File: src/rtl/datmem_ls.sv
// Load/store data memory with a RISC-V sized request/response handshake.
// Requests are latched on accept and serviced after WAIT_CYC busy cycles.
module datmem_ls #(
   parameter int unsigned WORDS    = 64,
   parameter int unsigned WAIT_CYC = 0
) (
   input  logic        clk,
   input  logic        rst,
   input  logic        req_valid,
   output logic        req_ready,
   input  logic        req_we,
   input  logic [2:0]  req_funct3,
   input  logic [31:0] req_addr,
   input  logic [31:0] req_wdata,
   output logic        rsp_valid,
   input  logic        rsp_ready,
   output logic [31:0] rsp_rdata,
   output logic [1:0]  rsp_err
);

   localparam int unsigned IW        = (WORDS > 1) ? $clog2(WORDS) : 1;
   localparam logic [3:0]  LAST_WAIT = (WAIT_CYC > 0) ? 4'(WAIT_CYC - 1) : 4'd0;
   localparam logic [29:0] WORDS_LIM = 30'(WORDS);

   typedef enum logic [1:0] {
      S_IDLE,
      S_BUSY,
      S_RESP
   } state_t;

   state_t      r_state;
   logic [3:0]  r_cnt;
   logic        r_we;
   logic [2:0]  r_funct3;
   logic [31:0] r_addr;
   logic [31:0] r_wdata;
   logic [31:0] r_rdata;
   logic [1:0]  r_err;
   logic [31:0] r_mem [WORDS];

   logic        w_accept;
   logic        w_go;
   logic        w_we;
   logic [2:0]  w_funct3;
   logic [31:0] w_addr;
   logic [31:0] w_wdata;
   logic [IW-1:0] w_idx;
   logic [31:0] w_rd_word;
   logic [7:0]  w_byte;
   logic [15:0] w_half;
   logic        w_legal;
   logic        w_misal;
   logic        w_oor;
   logic [1:0]  w_err;
   logic [31:0] w_ld;
   logic [31:0] w_rdata;
   logic [3:0]  w_be;
   logic [31:0] w_st_data;
   logic        w_do_write;

   assign w_accept = req_valid & req_ready;

   // With no wait cycles the access happens on the accept edge itself,
   // so the operands come straight from the request port in IDLE.
   assign w_go = ((r_state == S_IDLE) && w_accept && (WAIT_CYC == 0)) ||
                 ((r_state == S_BUSY) && (r_cnt == LAST_WAIT));

   assign w_we     = (r_state == S_IDLE) ? req_we     : r_we;
   assign w_funct3 = (r_state == S_IDLE) ? req_funct3 : r_funct3;
   assign w_addr   = (r_state == S_IDLE) ? req_addr   : r_addr;
   assign w_wdata  = (r_state == S_IDLE) ? req_wdata  : r_wdata;

   assign w_idx     = w_addr[IW+1:2];
   assign w_rd_word = r_mem[w_idx];
   assign w_byte    = w_rd_word[{w_addr[1:0], 3'b000} +: 8];
   assign w_half    = w_addr[1] ? w_rd_word[31:16] : w_rd_word[15:0];

   always_comb begin
      w_legal = 1'b0;
      case (w_funct3)
         3'b000, 3'b001, 3'b010: w_legal = 1'b1;
         3'b100, 3'b101:         w_legal = ~w_we;
         default:                w_legal = 1'b0;
      endcase
   end

   assign w_misal = ((w_funct3[1:0] == 2'b01) && w_addr[0]) ||
                    ((w_funct3[1:0] == 2'b10) && (w_addr[1:0] != 2'b00));
   assign w_oor   = (w_addr[31:2] >= WORDS_LIM);

   always_comb begin
      w_err = 2'b00;
      if (!w_legal)
         w_err = 2'b11;
      else if (w_misal)
         w_err = 2'b01;
      else if (w_oor)
         w_err = 2'b10;
   end

   always_comb begin
      w_ld = '0;
      case (w_funct3)
         3'b000:  w_ld = {{24{w_byte[7]}}, w_byte};
         3'b001:  w_ld = {{16{w_half[15]}}, w_half};
         3'b010:  w_ld = w_rd_word;
         3'b100:  w_ld = {24'd0, w_byte};
         3'b101:  w_ld = {16'd0, w_half};
         default: w_ld = '0;
      endcase
   end

   assign w_rdata = ((w_err == 2'b00) && !w_we) ? w_ld : '0;

   always_comb begin
      w_be      = 4'b1111;
      w_st_data = w_wdata;
      case (w_funct3[1:0])
         2'b00: begin
            w_be      = 4'b0001 << w_addr[1:0];
            w_st_data = {4{w_wdata[7:0]}};
         end
         2'b01: begin
            w_be      = w_addr[1] ? 4'b1100 : 4'b0011;
            w_st_data = {2{w_wdata[15:0]}};
         end
         default: begin
            w_be      = 4'b1111;
            w_st_data = w_wdata;
         end
      endcase
   end

   assign w_do_write = w_we && (w_err == 2'b00);

   always_ff @(posedge clk) begin
      if (!rst) begin
         r_state  <= S_IDLE;
         r_cnt    <= '0;
         r_we     <= 1'b0;
         r_funct3 <= '0;
         r_addr   <= '0;
         r_wdata  <= '0;
         r_rdata  <= '0;
         r_err    <= '0;
         for (int unsigned i = 0; i < WORDS; i++)
            r_mem[i] <= '0;
      end else begin
         if (w_go) begin
            r_rdata <= w_rdata;
            r_err   <= w_err;
            if (w_do_write) begin
               for (int unsigned l = 0; l < 4; l++)
                  if (w_be[l])
                     r_mem[w_idx][8*l +: 8] <= w_st_data[8*l +: 8];
            end
         end
         case (r_state)
            S_IDLE: begin
               if (w_accept) begin
                  r_we     <= req_we;
                  r_funct3 <= req_funct3;
                  r_addr   <= req_addr;
                  r_wdata  <= req_wdata;
                  r_cnt    <= '0;
                  r_state  <= (WAIT_CYC == 0) ? S_RESP : S_BUSY;
               end
            end
            S_BUSY: begin
               if (r_cnt == LAST_WAIT)
                  r_state <= S_RESP;
               else
                  r_cnt <= r_cnt + 4'd1;
            end
            S_RESP: begin
               if (rsp_ready) begin
                  r_state <= S_IDLE;
                  r_rdata <= '0;
                  r_err   <= '0;
               end
            end
            default: r_state <= S_IDLE;
         endcase
      end
   end

   assign req_ready = rst && (r_state == S_IDLE);
   assign rsp_valid = rst && (r_state == S_RESP);
   assign rsp_rdata = rst ? r_rdata : '0;
   assign rsp_err   = rst ? r_err   : 2'b00;

endmodule
File: config.mk
export PLATFORM = sky130hd
export DESIGN_NAME = datmem_ls
export DESIGN_NICKNAME = d
export VERILOG_FILES = /design/src/rtl/datmem_ls.sv
export SDC_FILE = /design/constraint.sdc
export NUM_CORES = 2
export LEC_CHECK = 0
export ABC_AREA = 1
export CAP_MARGIN = 20
export CELL_PAD_IN_SITES_DETAIL_PLACEMENT = 1
export CELL_PAD_IN_SITES_GLOBAL_PLACEMENT = 1
export CORE_MARGIN = 5
export CORE_UTILIZATION = 40
export CTS_CLUSTER_SIZE = 25
export DETAILED_ROUTE_END_ITERATION = 6
export GPL_ROUTABILITY_DRIVEN = 1
export HOLD_SLACK_MARGIN = 0.12
export PLACE_DENSITY_LB_ADDON = 0.1
export SLEW_MARGIN = 20
export SYNTH_ARGS = -nofsm -noshare
export SYNTH_HDL_FRONTEND = slang
export SYNTH_SLANG_ARGS = --single-unit
File: constraint.sdc
create_clock -name clk -period 6.33 [get_ports clk]
set_input_delay 1.266 -clock clk [delete_from_list [all_inputs] [get_ports clk]]
set_output_delay 1.266 -clock clk [all_outputs]
set_load 0.03 [all_outputs]
==> qor.csv <==
metric;value;unit
run status;finished clean;
count of flip-flops with a built-in enable after synthesis;2048;
Place WS;0.463;ns
setup violators final;0;
number of detailed-routing iterations run before antenna repair;5;
maximum ir drop on the vdd rail;0.266;mV
Std-Cell Rows;191;
largest fanout on the critical path;9;
TritonCTS Buffers;262;
actual slew at the worst max-slew pin;1.21;ns
power dissipated by switching net loads;11.0;mW
launching element type of the critical path;primary input;
combinational fraction of design power;15.8;%
synthesized net count;12100;
leakage power figure;50.2;nW
unrepaired setup endpoints after global routing;no;
Starting Density;40.1;%
number of H-tree levels;5;
count of different cell masters after synthesis;41;
cell area after layout;123000;um^2
first-pass GRT wire length;583000;um
via count normalized by instance count;5.32;
placed wire-length estimate;269000;um
worst-case setup margin in the final layout;1.26;ns
final clock period utilization by the worst path;80.1;%
number of port buffers;107;
Final ANT Viol Nets;0;
Switching Share;29.7;%
placed insts;15300;
sequential cell fraction of total power;43.8;%
vertical die dimension;531;um
final-stage net count;12000;
required time of the critical path;6.86;ns
cell count of the worst reg-to-reg path;11;
cell internal power dissipation;26.0;mW
CTS sink cnt;2151;
Period minus WS final;5.07;ns
ys async rst share;0;%
vias in the first global route;86300;
antenna violations before repair;4;
grt total ovfl;0;
cells after synthesis;12000;
share of power burned in the clock network;40.4;%
Top FF cell, synth;edfxtp_1;
root buffer cell;clkbuf_16;
Clock Skews;0.0372;ns
number of synthesis warnings;0;
Slew HR;18.7;%
WP data arrival;5.60;ns
wire length after detailed routing;400000;um
top layer used by detailed routing;met4;
Die Area;282000;um^2
Routed WL per cell;25.4;um
crit end category;register;
overall via count from detail_route;83700;
total met3 wirelength after detailed routing;21200;um
Area Overhead vs Synth;13.1;%
final max-slew violation count;0;
Hold Crit Class;reg2reg;
# fillers;30700;
CTS Hold Bufs;0;
total count of hold-check failures in the final report;0;
combined global-route utilization of all metal layers;27.9;%
post-synthesis sequential area ratio;58.6;%
chip width;531;um
final weighted congestion in routability-driven placement;0.913;
cell depth of the worst hold path;2;
Maximum Capacitance Violations;0;
average instance area after synthesis;9.05;um^2
pin count of the biggest net entering global routing;106;
fraction of final layout cells sized beyond drive strength 1;15.3;%
Worst-Skew Late Latency;0.89;ns
post-CTS setup repair buffer count;0;
Placeable Area;270000;um^2
maximum operating frequency;197;MHz
Pwr Total;36.9;mW
number of buffers on the longest clock path;4;
combined area of all synthesized cells;108000;um^2
post-placement cell area;114000;um^2
power per cell area;301;nW/um^2
Crit Path Category;in2reg;
Layout Cells excl Fill;15700;
number of gates given a new drive strength after cts;0;
total I/O pin count;108;
number of design rule violations left after detail routing;0;
total of flip-flops plus latches after synthesis;2151;
length of routed wiring on met1;172000;um
initial DRC count;6851;
clock-pin slew on the worst setup and hold paths;0.06;ns
met2 wire length;186000;um
setup TNS after final layout;0;ns
CTS tree;done;
power groups by stage:
stage	Clock, mW	Sequential, mW	Combinational [mW]
2_1_floorplan	0	16.4	3.26
3_3_place_gp	0	16.4	5.75
3_5_place_dp	0	16.5	5.80
4_1_cts	15.2	16.2	5.83
5_1_grt	15.8	16.2	6.26
6_report	14.9	16.2	5.84
per-stage QoR:
stage | utilization, % | hold WS, ns
after floorplan | - | 0.424
after global placement | 42.3 | 0.435
after detailed placement | 42.3 | 0.445
after CTS | 45.4 | 0.454
after global routing | 45.4 | 0.481
final | 45.4 | 0.449
sequential cells by signal, summed over array words and instances, names as in the netlist:
register / cells
r_state: 1
r_mem: 2048
r_wdata: 32
r_rdata: 32
r_funct3: 3
r_err: 2
r_addr: 32
r_we: 1
Yosys cell counts, types with 16 or more instances:
cell | count | area, um^2
nor2_1 | 2337 | 8770
buf_4 | 33 | 248
dfxtp_1 | 103 | 2060
o21ai_0 | 804 | 4020
nand3_1 | 131 | 656
nand3_4 | 240 | 4200
nand3_2 | 16 | 160
buf_2 | 190 | 951
buf_12 | 26 | 521
inv_2 | 21 | 78.8
o21ai_1 | 33 | 165
nor2_2 | 802 | 5020
buf_1 | 89 | 334
inv_1 | 822 | 3090
edfxtp_1 | 2048 | 61500
clkbuf_1 | 411 | 1540
a21oi_1 | 124 | 621
nand2_1 | 3673 | 13800
worst max-delay path: stages:
cell and delay, ns:
clkdlybuf4s50_1 0.47, o21ai_4 0.44, inv_2 0.20, nor3_4 0.82
buf_4 0.38, inv_2 0.16, nor2_2 0.90, buf_4 0.37
nand3_4 0.17, nand2_1 0.38
area by class of cell:
type / count / area [um^2] / area share, %
Inverter: 844 / 3190 / 2.60
Timing Repair Buffer: 465 / 4760 / 3.88
Antenna cell: 2 / 5.00 / 0.00408
Multi-Input combinational cell: 8237 / 38500 / 31.4
Sequential cell: 2151 / 63600 / 51.8
Tap cell: 3570 / 4470 / 3.64
Clock buffer: 336 / 7070 / 5.76
Clock inverter: 127 / 1210 / 0.984
layout by cell type (no fill, tap or decap), types with 18 or more instances in the layout:
cell | netlist | layout
bufinv_16 | 0 | 19
edfxtp_1 | 2048 | 2048
nand2_1 | 3673 | 3668
o21ai_4 | 2 | 18
buf_4 | 33 | 278
clkinv_2 | 0 | 36
o21ai_1 | 33 | 25
nor2_2 | 802 | 801
inv_1 | 822 | 820
clkbuf_16 | 0 | 271
nand3_1 | 131 | 131
o21ai_0 | 804 | 796
dfxtp_1 | 103 | 102
clkinv_1 | 0 | 52
clkdlybuf4s50_1 | 0 | 106
nor2_1 | 2337 | 2334
buf_12 | 26 | 79
clkbuf_1 | 411 | 61
nand3_4 | 240 | 240
a21oi_1 | 124 | 116
per-layer routing:
metal | up-vias | global-route usage [%]
met4 | 0 | 12.7
met2 | 2152 | 45.5
li1 | 38300 | -
met1 | 42600 | 37.2
met5 | - | 0
met3 | 663 | 3.61
logic make-up (layout without fill, tap and decap cells):
kind of cell	count (synthesis)	count (layout)	synth area share [%]
flip-flops	2151	2151	58.6
AND/OR/NAND/NOR	7257	7257	30.5
other	0	2	0
buffers and inverters	1601	1772	6.32
AO/OA/AOI/OAI	980	980	4.60
worst paths after layout:
check              startpoint       endpoint  slack, ns
setup / recovery  req_addr[6]  r_mem[44][31]       1.26
hold / removal    r_wdata[29]    r_wdata[29]       0.45
hold reg to reg   r_wdata[29]    r_wdata[29]       0.45
setup reg to reg   r_state[1]  r_mem[53][12]       1.28
(Power assumes the default switching activity.)
